==> config.mk <==
export PLATFORM = sky130hd
export DESIGN_NAME = score_bcd_scheduler
export DESIGN_NICKNAME = d
export VERILOG_FILES = /design/src/rtl/score_pkg.sv /design/src/rtl/score_bcd_scheduler_rr_pick.sv /design/src/rtl/score_bcd_scheduler.sv
export SDC_FILE = /design/constraint.sdc
export NUM_CORES = 1
export LEC_CHECK = 0
export BUFFER_PORTS_ARGS = -buffer_cell sky130_fd_sc_hd__buf_2
export CORE_ASPECT_RATIO = 0.5
export CORE_MARGIN = 2
export CORE_UTILIZATION = 58
export CTS_BUF_LIST = sky130_fd_sc_hd__clkbuf_16
export CTS_CLUSTER_DIAMETER = 30
export DETAILED_ROUTE_END_ITERATION = 12
export PLACE_DENSITY_LB_ADDON = 0.3
export SYNTH_ARGS = -nofsm -noshare
export SYNTH_HDL_FRONTEND = slang
export SYNTH_SLANG_ARGS = --single-unit
==> constraint.sdc <==
create_clock -name clk_i -period 4.1 [get_ports clk_i]
set_input_delay 0.205 -clock clk_i [delete_from_list [all_inputs] [get_ports clk_i]]
set_output_delay 0.205 -clock clk_i [all_outputs]
set_load 0.05 [all_outputs]
==> src/rtl/score_pkg.sv <==
// Shared definitions for the score BCD scheduler: FSM encoding and digit/score limits.
package score_pkg;

    typedef enum logic [1:0] {
        ST_IDLE  = 2'd0,
        ST_START = 2'd1,
        ST_WAIT  = 2'd2,
        ST_STORE = 2'd3
    } state_t;

    localparam int BCD_DIGIT_W     = 4;
    localparam int MAX_SCORE       = 99;
    localparam int DEFAULT_TIMEOUT = 31;

endpackage

==> src/rtl/score_bcd_scheduler_rr_pick.sv <==
// Round-robin picker: first set bit of i_dirty at or after i_ptr, wrapping at NUM_CH.
module rr_pick #(
    parameter int NUM_CH = 2,
    parameter int SEL_W  = 1
) (
    input  logic [NUM_CH-1:0] i_dirty,
    input  logic [SEL_W-1:0]  i_ptr,
    output logic              o_found,
    output logic [SEL_W-1:0]  o_sel
);

    logic [SEL_W:0] w_idx;

    always_comb begin
        o_found = 1'b0;
        o_sel   = '0;
        w_idx   = '0;
        for (int i = 0; i < NUM_CH; i++) begin
            w_idx = {1'b0, i_ptr} + (SEL_W+1)'(i);
            if (w_idx >= (SEL_W+1)'(NUM_CH)) begin
                w_idx = w_idx - (SEL_W+1)'(NUM_CH);
            end
            if (!o_found && i_dirty[w_idx[SEL_W-1:0]]) begin
                o_found = 1'b1;
                o_sel   = w_idx[SEL_W-1:0];
            end
        end
    end

endmodule

==> src/rtl/score_bcd_scheduler.sv <==
// Shares one serial binary-to-BCD converter among NUM_CH score channels, round-robin.
// Optional build macro SCORE_BCD_CLAMP_EN clamps the converter operand to 99.
module score_bcd_scheduler
    import score_pkg::*;
#(
    parameter int NUM_CH  = 2,
    parameter int BIN_W   = 7,
    parameter int TIMEOUT = DEFAULT_TIMEOUT
) (
    input  logic                          clk_i,
    input  logic                          rst_i,
    input  logic [NUM_CH*BIN_W-1:0]       bin_i,
    output logic                          conv_start_o,
    output logic [BIN_W-1:0]              conv_bin_o,
    input  logic                          conv_done_i,
    input  logic [BCD_DIGIT_W-1:0]        conv_tens_i,
    input  logic [BCD_DIGIT_W-1:0]        conv_ones_i,
    output logic [NUM_CH*BCD_DIGIT_W-1:0] tens_o,
    output logic [NUM_CH*BCD_DIGIT_W-1:0] ones_o,
    output logic [NUM_CH-1:0]             valid_o,
    output logic                          busy_o,
    output logic                          timeout_o
);

    localparam int SEL_W = (NUM_CH > 1) ? $clog2(NUM_CH) : 1;
    localparam int CNT_W = $clog2(TIMEOUT + 1);

    state_t                   r_state;
    state_t                   w_state_next;
    logic [SEL_W-1:0]         r_ptr;
    logic [SEL_W-1:0]         r_sel;
    logic [SEL_W-1:0]         w_sel_inc;
    logic [BIN_W-1:0]         r_op;
    logic [BIN_W-1:0]         r_raw;
    logic [CNT_W-1:0]         r_cnt;
    logic [BCD_DIGIT_W-1:0]   r_tens_cap;
    logic [BCD_DIGIT_W-1:0]   r_ones_cap;
    logic                     r_timeout;
    logic                     w_timeout_hit;

    logic [BIN_W-1:0]         w_bin      [NUM_CH];
    logic [BIN_W-1:0]         r_shadow   [NUM_CH];
    logic [BCD_DIGIT_W-1:0]   r_tens     [NUM_CH];
    logic [BCD_DIGIT_W-1:0]   r_ones     [NUM_CH];
    logic                     r_valid    [NUM_CH];
    logic [NUM_CH-1:0]        w_dirty;
    logic                     w_found;
    logic [SEL_W-1:0]         w_pick;
    logic [BIN_W-1:0]         w_op_pick;

    rr_pick #(
        .NUM_CH (NUM_CH),
        .SEL_W  (SEL_W)
    ) u_rr_pick (
        .i_dirty (w_dirty),
        .i_ptr   (r_ptr),
        .o_found (w_found),
        .o_sel   (w_pick)
    );

    genvar gi;
    generate
        for (gi = 0; gi < NUM_CH; gi++) begin : g_ch
            assign w_bin[gi]   = bin_i[gi*BIN_W +: BIN_W];
            // A channel is dirty until first converted, and whenever its input moves off the last converted value.
            assign w_dirty[gi] = !r_valid[gi] || (w_bin[gi] != r_shadow[gi]);

            always_ff @(posedge clk_i or posedge rst_i) begin
                if (rst_i) begin
                    r_shadow[gi] <= '0;
                    r_tens[gi]   <= '0;
                    r_ones[gi]   <= '0;
                    r_valid[gi]  <= 1'b0;
                end else if (r_state == ST_STORE && r_sel == SEL_W'(gi)) begin
                    r_shadow[gi] <= r_raw;
                    r_tens[gi]   <= r_tens_cap;
                    r_ones[gi]   <= r_ones_cap;
                    r_valid[gi]  <= 1'b1;
                end
            end

            assign tens_o[gi*BCD_DIGIT_W +: BCD_DIGIT_W] = r_tens[gi];
            assign ones_o[gi*BCD_DIGIT_W +: BCD_DIGIT_W] = r_ones[gi];
            assign valid_o[gi]                           = r_valid[gi];
        end
    endgenerate

`ifdef SCORE_BCD_CLAMP_EN
    assign w_op_pick = (w_bin[w_pick] > BIN_W'(MAX_SCORE)) ? BIN_W'(MAX_SCORE) : w_bin[w_pick];
`else
    assign w_op_pick = w_bin[w_pick];
`endif

    assign w_sel_inc     = (r_sel == SEL_W'(NUM_CH - 1)) ? '0 : r_sel + 1'b1;
    // Done in the same cycle as the last allowed WAIT cycle takes priority over the abort.
    assign w_timeout_hit = (r_state == ST_WAIT) && !conv_done_i && (r_cnt == CNT_W'(TIMEOUT - 1));

    always_ff @(posedge clk_i or posedge rst_i) begin
        if (rst_i) begin
            r_state <= ST_IDLE;
        end else begin
            r_state <= w_state_next;
        end
    end

    always_comb begin
        w_state_next = r_state;
        conv_start_o = 1'b0;
        case (r_state)
            ST_IDLE:  if (w_found) w_state_next = ST_START;
            ST_START: begin
                conv_start_o = 1'b1;
                w_state_next = ST_WAIT;
            end
            ST_WAIT: begin
                if (conv_done_i)        w_state_next = ST_STORE;
                else if (w_timeout_hit) w_state_next = ST_IDLE;
            end
            ST_STORE: w_state_next = ST_IDLE;
            default:  w_state_next = ST_IDLE;
        endcase
    end

    always_ff @(posedge clk_i or posedge rst_i) begin
        if (rst_i) begin
            r_ptr      <= '0;
            r_sel      <= '0;
            r_op       <= '0;
            r_raw      <= '0;
            r_cnt      <= '0;
            r_tens_cap <= '0;
            r_ones_cap <= '0;
            r_timeout  <= 1'b0;
        end else begin
            case (r_state)
                ST_IDLE: begin
                    if (w_found) begin
                        r_sel <= w_pick;
                        r_raw <= w_bin[w_pick];
                        r_op  <= w_op_pick;
                    end
                end
                ST_START: r_cnt <= '0;
                ST_WAIT: begin
                    if (conv_done_i) begin
                        r_tens_cap <= conv_tens_i;
                        r_ones_cap <= conv_ones_i;
                    end else if (w_timeout_hit) begin
                        r_timeout <= 1'b1;
                        r_ptr     <= w_sel_inc;
                    end else begin
                        r_cnt <= r_cnt + 1'b1;
                    end
                end
                ST_STORE: r_ptr <= w_sel_inc;
                default: ;
            endcase
        end
    end

    assign conv_bin_o = r_op;
    assign busy_o     = (r_state != ST_IDLE);
    assign timeout_o  = r_timeout;

endmodule

==> results.yml <==
grt:
  grt_pass1_vias: 1870
  grt_usage: 0.2466
  overflow: 0
  grt_max_degree: 58
  grt_pass1_wl_mm: 8.887
  antenna_found_initial: 0
synthesis:
  synth_compound_area_frac: 0.06864
  synth_top_family_by_area: "multiplexers"
  synth_cells: 193
  yosys-top-cells-area: "dfrtp_1 (56%), mux2_2 (17%), xor2_1 (3.8%)"
  async_flop_share: 1.000
  synth_cell_types: 29
  synth.most_common_cell: "dfrtp_1"
  yosysWarnings: 0
  ys.flop_type: "dfrtp_1"
  synth.avg_cell_area_um2: 13.13
  synth_top_area_share: 0.5630
  synth.area.mux_share: 0.1689
  synth_simple_gate_area_frac: 0.1116
  synth_top_area_cell: "dfrtp_1"
  synth_seq_cells: 57
  synth-edff-count: 0
  synth_common_cells: "dfrtp_1 (57), mux2_2 (38), xor2_1 (11)"
  synth_fa_ha_area_frac: 0.009877
  syn_nets: 220
  synth_xor_area_frac: 0.05877
  ys_seq_area_frac: 0.5630
  syn_area_um2: 2534
critical_path:
  slowest_stage: "nor2_1"
  crit_family: "simple AND/OR/NAND/NOR gates"
  critPathMaxStageDelay_ps: 570
  worstSetupPathType: "reg2out"
  path_cells: "nor2_1 > inv_1 > buf_2"
  critical_path_arrival_ps: 1690
  crit_fanout: 10
  path_buf_inv: 2
  crit_required_ps: 3890
  start_kind: "flip-flop"
  cp-end-kind: "output pin"
worst_hold_path:
  hold_class: "in2async"
sta:
  tns_ps: 0
  setup_violations: 0
  hold_viol: 0
  rsz0062_at_grt: "no"
  slew_violations: 0
  worst_slew_pin_slew_ps: 862.7
  finalCritPeriodShare: 0.4619
  max_freq_mhz: 528.0
  max_slew_margin: 0.4233
  fin_skew_ps: 6.292
  post-route-min-period_ps: 1894
placement:
  port_buffers: 52
  place_congestion: 0.8020
  hpwl_mm: 3.523
  placement.cell_area_um2: 2835
floorplan:
  num_io_pins: 53
  row_count: 16
  die_y_um: 50.74
  die_x_um: 97.47
  core_area_um2: 4044
  initial_utilization: 0.6265
  dieArea_um2: 4945
cts:
  postCtsHoldBufs: 0
  cts_resized: 0
  htree_levels: 3
  cts_root_buf: "clkbuf_16"
  cts_setup_buffers: 0
  clk_latency_ps: 330
  cts_buffers: 9
  cts_tree: "yes"
  path_clk_slew_ps: 50
  cts.sinks: 57
  max-clock-path-buffers: 2
detailed_routing:
  drtIter0Drc: 60
  ant_nets: 0
  drt_pass1_iterations: 5
  drcViolationCount: 0
  viasPerCell: 5.606
  wirelength_mm: 5.268
  avgRoutedWirePerCell_um: 16.99
  vias: 1738
power:
  peakVddDrop_uv: 623.7
  powerDensity_nw_per_um2: 961.9
  p_leak_nw: 1.437
layout:
  post-route-cell-area_um2: 3090
  utilization: 0.7642
  nets: 278
  n_antenna_cell: 0
  area_growth_pct: 21.98
  drive_gt1_frac: 0.4336
outcome:
  outcome: "complete, no violations"
flow_run:
  drv_cap: 0
-- path summary, 6_finish.rpt --
| check | slack [ps] | from | depth (start not counted) | end |
|---|---|---|---|---|
| worst max-delay path | 2210 | r_state[1] | 3 | busy_o |
| worst min-delay path | 60 | rst_i | 3 | ones_o[1] |
| worst max register to register | 2230 | r_shadow[11] | 5 | r_raw[0] |
| worst min register to register | 450 | timeout_o | 1 | timeout_o |
| max in group asynchronous | 3580 | rst_i | 3 | timeout_o |
| min in group clk_i | 110 | conv_ones_i[0] | 2 | r_ones_cap[0] |
-- kinds of logic after synthesis --
logic type | Yosys count
flops | 57
simple gates | 39
mux | 38
compound gates | 30
xor+xnor | 17
buf+inv | 10
fa+ha+maj | 2
-- state kept, by name (all words and copies together), names as in the netlist --
name        cells
r_tens_cap      4
r_ptr           1
r_state         2
r_sel           1
timeout_o       1
tens_o          8
r_shadow       14
r_raw           7
ones_o          8
valid_o         2
r_cnt           5
r_ones_cap      4
-- power breakdown --
group | leakage [nW] | switching [mW] | total [mW] | internal [mW]
combinational | 0.624 | 0.858 | 1.31 | 0.452
sequential | 0.677 | 0.198 | 1.03 | 0.832
clock | 0.136 | 0.239 | 0.633 | 0.395
total | 1.44 | 1.29 | 2.97 | 1.68
-- metrics by stage --
step	power [mW]	worst slack [ps]	cells	hold slack [ps]
final	2.973	2206	310	59.81
after global routing	3.128	2067	310	107.3
after global placement	2.278	2344	294	435.5
after detailed placement	2.337	2273	294	439.7
after floorplan	2.036	2471	193	355.6
after CTS	2.994	2209	310	99.16
-- per-layer routing --
layer / vias up / wire (um) / global-route usage
li1: 807 / - / -
met1: 875 / 2173 / 0.2765
met2: 45 / 2721 / 0.4207
met3: 11 / 300 / 0.1003
met4: 0 / 72 / 0.1157
met5: - / 0 / 0
-- area by class of cell --
cell class	count	area (um^2)
Clock buffer	9	225.2
Inverter	4	15.01
Sequential cell	57	1426
Fill cell	268	953.4
Clock inverter	7	30.03
Multi-Input combinational cell	126	1059
Timing Repair Buffer	53	267.8
Tap cell	54	67.56
-- layout by cell type (no fill, tap or decap), types with 5 or more instances in the layout --
cell	netlist	routed
inv_1	4	5
buf_2	3	52
nand3b_1	8	8
mux2_2	38	38
dfrtp_1	57	57
a31oi_1	6	6
o21ai_0	7	7
xor2_1	11	11
o21ai_1	5	5
xnor2_1	6	6
nand2_1	5	5
a21oi_1	8	8
clkbuf_16	0	9
-- worst reg2reg max path, stage by stage (launching register included) --
cell and delay (ps):
dfrtp_1 380, xnor2_1 130, and4_1 250, a21oi_1 610
o21ai_0 210, a31oi_1 190
Note: power is estimated with default switching activity, not from simulation.
